[src/rtl/vmul_wb_queue_pkg.sv]
// Shared constants and types for the vector-multiply writeback queue.
// Optional feature macro: VMUL_WB_QUEUE_BYPASS_EN (see vmul_wb_queue.sv).
package vmul_wb_queue_pkg;

  localparam int NUMLANES = 4;
  localparam int WIDTH    = 32;
  localparam int REGIDW   = 10;
  localparam int DEPTH    = 4;

  typedef struct packed {
    logic [REGIDW-1:0]         dst;
    logic [NUMLANES-1:0]       mask;
    logic [NUMLANES*WIDTH-1:0] data;
  } vwb_entry_t;

  // Occupancy counter needs one extra bit so full and empty are distinct.
  function automatic int vwb_cnt_w(input int depth);
    return $clog2(depth) + 1;
  endfunction

endpackage

[src/rtl/vmul_wb_queue_mem.sv]
// Writeback queue storage: register array, async read port and per-entry
// destination compare against a query id, qualified by a valid vector.
module vmul_wb_queue_mem #(
  parameter int DEPTH = 4,
  parameter int EW    = 142,
  parameter int DW    = 10,
  parameter int AW    = $clog2(DEPTH)
) (
  input  logic             clk,
  input  logic             we_i,
  input  logic [AW-1:0]    waddr_i,
  input  logic [EW-1:0]    wdata_i,
  input  logic [AW-1:0]    raddr_i,
  output logic [EW-1:0]    rdata_o,
  input  logic [DEPTH-1:0] vld_i,
  input  logic [DW-1:0]    qdst_i,
  output logic [DEPTH-1:0] hit_o
);

  logic [EW-1:0] mem_q [DEPTH];

  always_ff @(posedge clk) begin
    if (we_i) mem_q[waddr_i] <= wdata_i;
  end

  assign rdata_o = mem_q[raddr_i];

  // Destination id occupies the top DW bits of each entry.
  for (genvar i = 0; i < DEPTH; i++) begin : g_hit
    assign hit_o[i] = vld_i[i] & (mem_q[i][EW-1 -: DW] == qdst_i);
  end

endmodule

[src/rtl/vmul_wb_queue.sv]
// Writeback queue between the vector multiplier and the shared RF write port.
// Define VMUL_WB_QUEUE_BYPASS_EN for a zero-latency path when the queue is empty.
module vmul_wb_queue
  import vmul_wb_queue_pkg::*;
#(
  parameter int NUMLANES = vmul_wb_queue_pkg::NUMLANES,
  parameter int WIDTH    = vmul_wb_queue_pkg::WIDTH,
  parameter int REGIDW   = vmul_wb_queue_pkg::REGIDW,
  parameter int DEPTH    = vmul_wb_queue_pkg::DEPTH
) (
  input  logic                         clk,
  input  logic                         resetn,
  input  logic                         in_we,
  input  logic [REGIDW-1:0]            in_dst,
  input  logic [NUMLANES-1:0]          in_mask,
  input  logic [NUMLANES*WIDTH-1:0]    in_result,
  input  logic                         flush,
  output logic                         stall_up,
  output logic                         wb_req,
  input  logic                         wb_grant,
  output logic [REGIDW-1:0]            wb_dst,
  output logic [NUMLANES-1:0]          wb_mask,
  output logic [NUMLANES*WIDTH-1:0]    wb_data,
  input  logic [REGIDW-1:0]            haz_dst,
  output logic                         haz_hit,
  output logic [vwb_cnt_w(DEPTH)-1:0]  count,
  output logic                         overflow
);

  localparam int PW = $clog2(DEPTH);
  localparam int CW = vwb_cnt_w(DEPTH);
  localparam int EW = REGIDW + NUMLANES + NUMLANES*WIDTH;
  localparam logic [CW-1:0] DEPTH_C = CW'(DEPTH);
  localparam logic [CW-1:0] HIGHW_C = CW'(DEPTH - 1);

  typedef struct packed {
    logic [REGIDW-1:0]         dst;
    logic [NUMLANES-1:0]       mask;
    logic [NUMLANES*WIDTH-1:0] data;
  } entry_t;

  logic [PW-1:0]    rptr_q, rptr_d, wptr_q, wptr_d;
  logic [CW-1:0]    cnt_q, cnt_d;
  logic             ovf_q, ovf_d;
  entry_t           in_ent, head_ent, wb_ent;
  logic [EW-1:0]    rd_data;
  logic             in_vld, full, empty, q_pop, push, byp_take;
  logic [DEPTH-1:0] ent_vld, ent_hit;

  assign in_ent = '{dst: in_dst, mask: in_mask, data: in_result};
  assign in_vld = in_we & (|in_mask);
  assign full   = (cnt_q == DEPTH_C);
  assign empty  = (cnt_q == '0);
  assign q_pop  = ~empty & wb_grant;
  // A slot freed by a same-cycle pop lets a push into a full queue through.
  assign push   = in_vld & (~full | q_pop) & ~byp_take;

  always_ff @(posedge clk) begin
    if (!resetn) begin
      rptr_q <= '0;
      wptr_q <= '0;
      cnt_q  <= '0;
      ovf_q  <= 1'b0;
    end else begin
      rptr_q <= rptr_d;
      wptr_q <= wptr_d;
      cnt_q  <= cnt_d;
      ovf_q  <= ovf_d;
    end
  end

  always_comb begin
    rptr_d = rptr_q;
    wptr_d = wptr_q;
    cnt_d  = cnt_q;
    ovf_d  = ovf_q | (in_vld & full & ~q_pop);
    if (flush) begin
      rptr_d = '0;
      wptr_d = '0;
      cnt_d  = '0;
    end else begin
      if (q_pop) rptr_d = rptr_q + 1'b1;
      if (push)  wptr_d = wptr_q + 1'b1;
      cnt_d = cnt_q + CW'(push) - CW'(q_pop);
    end
  end

  // Entry i is live if it sits within count of the head; the head leaving
  // this cycle no longer counts as a pending hazard.
  for (genvar i = 0; i < DEPTH; i++) begin : g_vld
    logic [PW-1:0] off;
    assign off        = PW'(i) - rptr_q;
    assign ent_vld[i] = ({1'b0, off} < cnt_q) & ~(q_pop & (off == '0));
  end

  vmul_wb_queue_mem #(
    .DEPTH (DEPTH),
    .EW    (EW),
    .DW    (REGIDW)
  ) u_mem (
    .clk     (clk),
    .we_i    (push & ~flush),
    .waddr_i (wptr_q),
    .wdata_i (in_ent),
    .raddr_i (rptr_q),
    .rdata_o (rd_data),
    .vld_i   (ent_vld),
    .qdst_i  (haz_dst),
    .hit_o   (ent_hit)
  );

  assign head_ent = rd_data;

`ifdef VMUL_WB_QUEUE_BYPASS_EN
  logic byp;
  assign byp      = empty & in_vld;
  assign byp_take = byp & wb_grant;
  assign wb_req   = ~empty | byp;
  assign wb_ent   = byp ? in_ent : head_ent;
  assign haz_hit  = (|ent_hit) | (byp & (in_dst == haz_dst));
`else
  assign byp_take = 1'b0;
  assign wb_req   = ~empty;
  assign wb_ent   = head_ent;
  assign haz_hit  = |ent_hit;
`endif

  assign wb_dst   = wb_ent.dst;
  assign wb_mask  = wb_ent.mask;
  assign wb_data  = wb_ent.data;
  assign stall_up = (cnt_q >= HIGHW_C);
  assign count    = cnt_q;
  assign overflow = ovf_q;

endmodule

[config.mk]
export PLATFORM = sky130hd
export DESIGN_NAME = vmul_wb_queue
export DESIGN_NICKNAME = d
export VERILOG_FILES = /design/src/rtl/vmul_wb_queue_pkg.sv /design/src/rtl/vmul_wb_queue_mem.sv /design/src/rtl/vmul_wb_queue.sv
export SDC_FILE = /design/constraint.sdc
export NUM_CORES = 1
export LEC_CHECK = 0
export CAP_MARGIN = 20
export CORE_ASPECT_RATIO = 1.1
export CORE_MARGIN = 1.5
export CORE_UTILIZATION = 35
export DETAILED_ROUTE_END_ITERATION = 8
export REMOVE_ABC_BUFFERS = 1
export SYNTH_ARGS = -nofsm -noshare
export SYNTH_HDL_FRONTEND = slang
export SYNTH_HIERARCHICAL = 1
export SYNTH_SLANG_ARGS = --single-unit
[constraint.sdc]
create_clock -name clk -period 51 [get_ports clk]
set_clock_uncertainty 0.1 [all_clocks]
set_input_delay 15.3 -clock clk [delete_from_list [all_inputs] [get_ports clk]]
set_output_delay 15.3 -clock clk [all_outputs]
set_load 0.01 [all_outputs]
# Word level (Yosys, flattened, before mapping)
# Memory sizes are Yosys's and may differ from the RTL's. A register that Yosys moved wholly into a read port is not among the register bits.
# Cells that the tools add are included.
[word_totals]
latch_bits = 0
output_inout_bits = 149
mem_bits_ro = 0
elab_cells = 64
register_bits = 8
ramBits = 568
n_memories = 1
in_bits = 157
[op_classes]
reduce_logical = 8
bitwise = 29
div = 0
n_addsub = 8
n_mux = 4
magnitude_cmp = 5
n_eq_ne = 5
n_mul = 0
n_shift = 0
[memory_table]
columns = ["name", "words", "word_bits", "read_ports", "rd_clocked_by_memory_dff", "write_ports", "line_no", "text"]
rows = [
  ["u_mem.mem_q", 4, 142, 5, 1, 1, "vmul_wb_queue_mem.sv:20", "logic [EW-1:0] mem_q [DEPTH];"],
]
[op_table]
columns = ["op", "n"]
rows = [
  ["$eq A10 B10 Y1", 4],
  ["$and A1 B1 Y1", 18],
  ["$lt A2 B3 Y1", 4],
  ["$not A1 Y1", 9],
  ["$logic_not A2 Y1", 4],
  ["$reduce_or A4 Y1", 2],
  ["$add A2 B1 Y2 const B", 2],
  ["$mux W2", 2],
  ["$sub A1 B2 Y2 const A", 2],
  ["$sub A2 B2 Y2 const A", 2],
  ["$add A3 B1 Y3", 1],
  ["$eq A3 B3 Y1 const B", 1],
  ["$ge A3 B2 Y1 const B", 1],
  ["$logic_not A3 Y1", 1],
  ["$sub A3 B1 Y3", 1],
  ["$mux W1", 2],
  ["$or A1 B1 Y1", 2],
  ["$reduce_or A2 Y1", 1],
]

# Longest topological paths before layout
[logic_depth]
depth_word = 8
ltp_mapped = 9
depth_no_buf = 9

# Modules after synthesis
# Netlist, hierarchy kept.
[modules_own_cells]
columns = ["mod", "instances", "cells_each", "area_each_um2", "seq_area_each_um2"]
rows = [
  ["vmul_wb_queue_mem", 1, 813, 20977.6, 17056.4],
  ["vmul_wb_queue", 1, 69, 609.3, 160.2],
]

# Worst setup path after synthesis
# OpenSTA, ideal clock, no wires.
[synth_timing]
kind = "in2out"
start = "input port wb_grant"
end = "output port haz_hit"
setup_slack_ps = 19299
path_buffers = 1
stages = 6
t_required_ps = 35600
arrival_ps = 16301
path_cell_list = "o31a_1 > buf_2 > a21boi_1 > nand4_1 > nor3_1 > or4_1"
[synth_between]
elab_chain_len = 6
elab_cells_between_ends = 18
cone_classes = "17 x bitwise; 1 x reduce/logical"
[synth_lines]
columns = ["element", "line_no", "text"]
rows = [
  ["start: declaration", "vmul_wb_queue.sv:20", "input logic wb_grant,"],
  ["$and A1 B1 Y1", "vmul_wb_queue.sv:54", "assign q_pop = ~empty & wb_grant;"],
  ["via q_pop", "vmul_wb_queue.sv:47", "logic in_vld, full, empty, q_pop, push, byp_take;"],
  ["$and A1 B1 Y1", "vmul_wb_queue.sv:93", "assign ent_vld[i] = ({1'b0, off} < cnt_q) & ~(q_pop & (off == '0));"],
  ["$not A1 Y1", "vmul_wb_queue.sv:93", ""],
  ["$and A1 B1 Y1", "vmul_wb_queue.sv:93", ""],
  ["via ent_vld[1]", "vmul_wb_queue.sv:48", "logic [DEPTH-1:0] ent_vld, ent_hit;"],
  ["$and A1 B1 Y1", "vmul_wb_queue_mem.sv:30", "assign hit_o[i] = vld_i[i] & (mem_q[i][EW-1 -: DW] == qdst_i);"],
  ["via ent_hit[1]", "vmul_wb_queue.sv:48", ""],
  ["$reduce_or A4 Y1", "vmul_wb_queue.sv:125", "assign haz_hit = |ent_hit;"],
  ["end: declaration", "vmul_wb_queue.sv:25", "output logic haz_hit,"],
]
# The timed path passes the listed nets, and every way through them passes these cells.

# Final worst setup path
[layout_timing]
start = "input port wb_grant"
end = "output port haz_hit"
[layout_between]
elab_chain_len = 6
elab_cells_between_ends = 18
cone_classes = "17 x bitwise; 1 x reduce/logical"
[layout_lines]
columns = ["element", "line_no"]
rows = [
  ["$and A1 B1 Y1", "vmul_wb_queue.sv:54"],
  ["$and A1 B1 Y1", "vmul_wb_queue.sv:93"],
  ["$not A1 Y1", "vmul_wb_queue.sv:93"],
  ["$and A1 B1 Y1", "vmul_wb_queue.sv:93"],
  ["via ent_vld[0]", "vmul_wb_queue.sv:48"],
  ["$and A1 B1 Y1", "vmul_wb_queue_mem.sv:30"],
  ["via ent_hit[0]", "vmul_wb_queue.sv:48"],
  ["$reduce_or A4 Y1", "vmul_wb_queue.sv:125"],
]
# The timed path passes the listed nets, and every way through them passes these cells.

==> metrics.md <==
| Metric | Value |
|---|---|
| Worst hold path type | `reg2reg` |
| Slew Viols, Final | `0` |
| Layout cells sized above 1 | `19.3%` |
| First-pass iteration count of the detailed router | `4` |
| Avg Inst Size Synth | `24.5 µm²` |
| Max cap viols | `0` |
| Post-synth EDFFs | `568` |
| Worst Path Max Fanout | `7` |
| Clk_lat worst skew | `0.58 ns` |
| Worst reg-to-reg path cell count | `5` |
| Initial antenna violation count | `5` |
| CP Launch Type | `input pin` |
| Maximum VDD drop | `0.0000272 V` |
| Slew margin rel. | `30.7%` |
| GRT overflow | `0` |
| Final #Nets | `1387` |
| Worst-path clk slew | `0.06 ns` |
| Global placer's final weighted congestion | `0.768` |
| Min-delay src | `overflow` |
| Fin util | `44.8%` |
| Predominant post-synthesis flop cell | `edfxtp_1` |
| Longest Clk Path Bufs | `3` |
| Post-CTS sizing | `0` |
| DP HPWL | `27000 µm` |
| Die Y | `263 µm` |
| Die width | `240 µm` |
| Flop-to-flop setup slack | `47.75 ns` |
| Worst slew pin tran | `1.04 ns` |
| Reg-to-reg critical path endpoint | `u_mem/mem_q[1][122]` |
| Initial drt markers | `466` |
| Hold Crit Depth | `2` |
| Most frequent cells after synthesis | `568 x edfxtp_1, 142 x mux4_2, 41 x xnor2_1` |
| RR Startpoint | `count[1]` |
| Hold EP | `overflow` |
| Sequential share of the synthesized area | `79.8%` |
| Routed via count | `10023` |
| Core area | `61100 µm²` |
| DRT Wirelength | `45300 µm` |
| H-tree depth | `2` |
| Post-synth cell types | `34` |
| Initial core utilization | `35.3%` |
| Num Clock Sinks | `576` |
| Finish-stage setup viols | `0` |
| First-pass GRT wire length | `68200 µm` |
| Root Driver | `clkbuf_16` |
| Final Hold Vio Count | `0` |
| Ports | `306` |
| Required time of the critical path | `35.60 ns` |
| Crit Path Class | `in2out` |
| Fillers | `5250` |
| Post-CTS Repair Setup Buffers | `0` |
| Setup crit end kind | `output port` |
| Yosys warns | `6` |
| Post-DR wirelength/cell | `21.7 µm` |
| Die area | `63200 µm²` |
| TNS Setup | `0 ns` |
| Synth area leader | `edfxtp_1` |
| Netlist Area Pre-Place | `21600 µm²` |
| Gate Count Post-Synth | `882` |
| Number of global-route vias before repair | `11105` |
| Post-synth top area share | `79.0%` |
| Dominant cells by area after synthesis | `edfxtp_1 79%, mux4_2 15%, xnor2_1 1.7%` |
| GRT Total Usage | `14.5%` |
| Fmax | `30.4 MHz` |
| Row Count | `95` |
| Most common cell in the synthesized netlist | `edfxtp_1` |
| # hold bufs at CTS | `0` |
| Pin count of the biggest net entering global routing | `62` |
| Power Density | `36.5 nW/µm²` |
| Leakage | `8.38 nW` |
| Synth-to-layout area growth | `26.9%` |
| Synth Register Bits | `576` |
| Antenna Nets Post-Route | `0` |
| RSZ-0062 raised after global routing | `no` |
| Vias/cell | `4.80` |
| Tmin final | `32.88 ns` |
| Final period util | `64.5%` |
| Num CTS Buffers | `57` |
| Port bufs | `305` |
| CTS tree | `yes` |
| DRC | `0` |
| Critical path arrival | `17.48 ns` |
| FFs w/ async S/R, synth | `0%` |
| Run status | `completed` |
[power by group]
group / switching [mW] / internal, mW / total, mW
registers: 0.00300 / 0.529 / 0.532
logic: 0.0260 / 0.0347 / 0.0607
clock network: 0.170 / 0.238 / 0.408
[area by class of cell]
class | instances | area, µm² | share of cell area [%]
diodes | 1 | 2.50 | 0.00914
clock buffers | 71 | 1500 | 5.48
clock inverters | 31 | 322 | 1.17
inverters | 9 | 33.8 | 0.123
multi-input cells | 254 | 4100 | 15.0
flip-flops and latches | 576 | 17200 | 62.9
well taps | 824 | 1030 | 3.76
repair buffers | 320 | 3180 | 11.6
[registers in the layout, summed over array words and instances, names as in the netlist]
register     cells
wptr_q           2
u_mem/mem_q    568
count            3
rptr_q           2
overflow         1
[worst max path at each step]
stage	start	endpoint	slack [ns]	depth (start not counted)
floorplan	wb_grant	haz_hit	19.28	5
global placement	wb_grant	haz_hit	18.12	7
detailed placement	wb_grant	haz_hit	18.10	7
CTS	wb_grant	haz_hit	18.10	7
global route	wb_grant	haz_hit	18.00	7
finish	wb_grant	haz_hit	18.12	7
[stage by stage]
stage | instances | setup WS, ns | cell area [µm²] | hold WS (ns) | power [mW]
final | 2086 | 18.12 | 27400 | 0.414 | 1.00
after global routing | 2086 | 18.00 | 27400 | 0.439 | 1.03
after CTS | 2084 | 18.10 | 27400 | 0.407 | 1.02
after detailed placement | 1982 | 18.10 | 25500 | 0.386 | 0.604
after global placement | 1982 | 18.12 | 25500 | 0.376 | 0.602
after floorplan | 839 | 19.28 | 21300 | 0.384 | 0.568
[cells by family (layout without fill, tap and decap cells)]
family	count (synthesis)	after routing	share of synthesized area, %
and+or+nand+nor	39	39	1.04
muxes	143	143	14.9
xor gates and xnor gates	42	42	1.70
other	0	1	0
adders and majority gates	12	12	0.730
buffers and inverters	52	431	1.35
DFF	576	576	79.8
AOI/OAI and AO/OA	18	18	0.556
[placed cells by master, fill, tap and decap left out, types with 4 or more instances in the layout]
master             n
clkdlybuf4s50_1  305
clkinv_2           7
bufinv_16          6
nor3_1             4
clkbuf_16         58
nand2_1            4
nand3_1            5
edfxtp_1         568
clkinv_1          11
a21oi_1            7
ha_1              11
mux4_2           142
clkbuf_1          13
inv_1              9
nor2_1             6
dfxtp_1            6
xnor2_1           41
nand4_1            8
buf_4             14
[layer usage]
metal	part of all wire, %	track usage [%]	routed length [µm]	vias up
li1	-	-	-	4423
met1	40	17.4	18200	5288
met2	52	25.4	23500	238
met3	6.2	4.11	2810	66
met4	1.8	3.64	806	8
met5	0.095	0	43	-
[critical path, cell delays in order]
cell and delay (ns):
clkdlybuf4s50_1 0.52, o31a_1 0.35, a2bb2oi_1 0.12, nand4_1 0.11, nor3_1 0.05, or4_1 0.52
clkdlybuf4s50_1 0.51
Power figures use the tool's default switching activity.
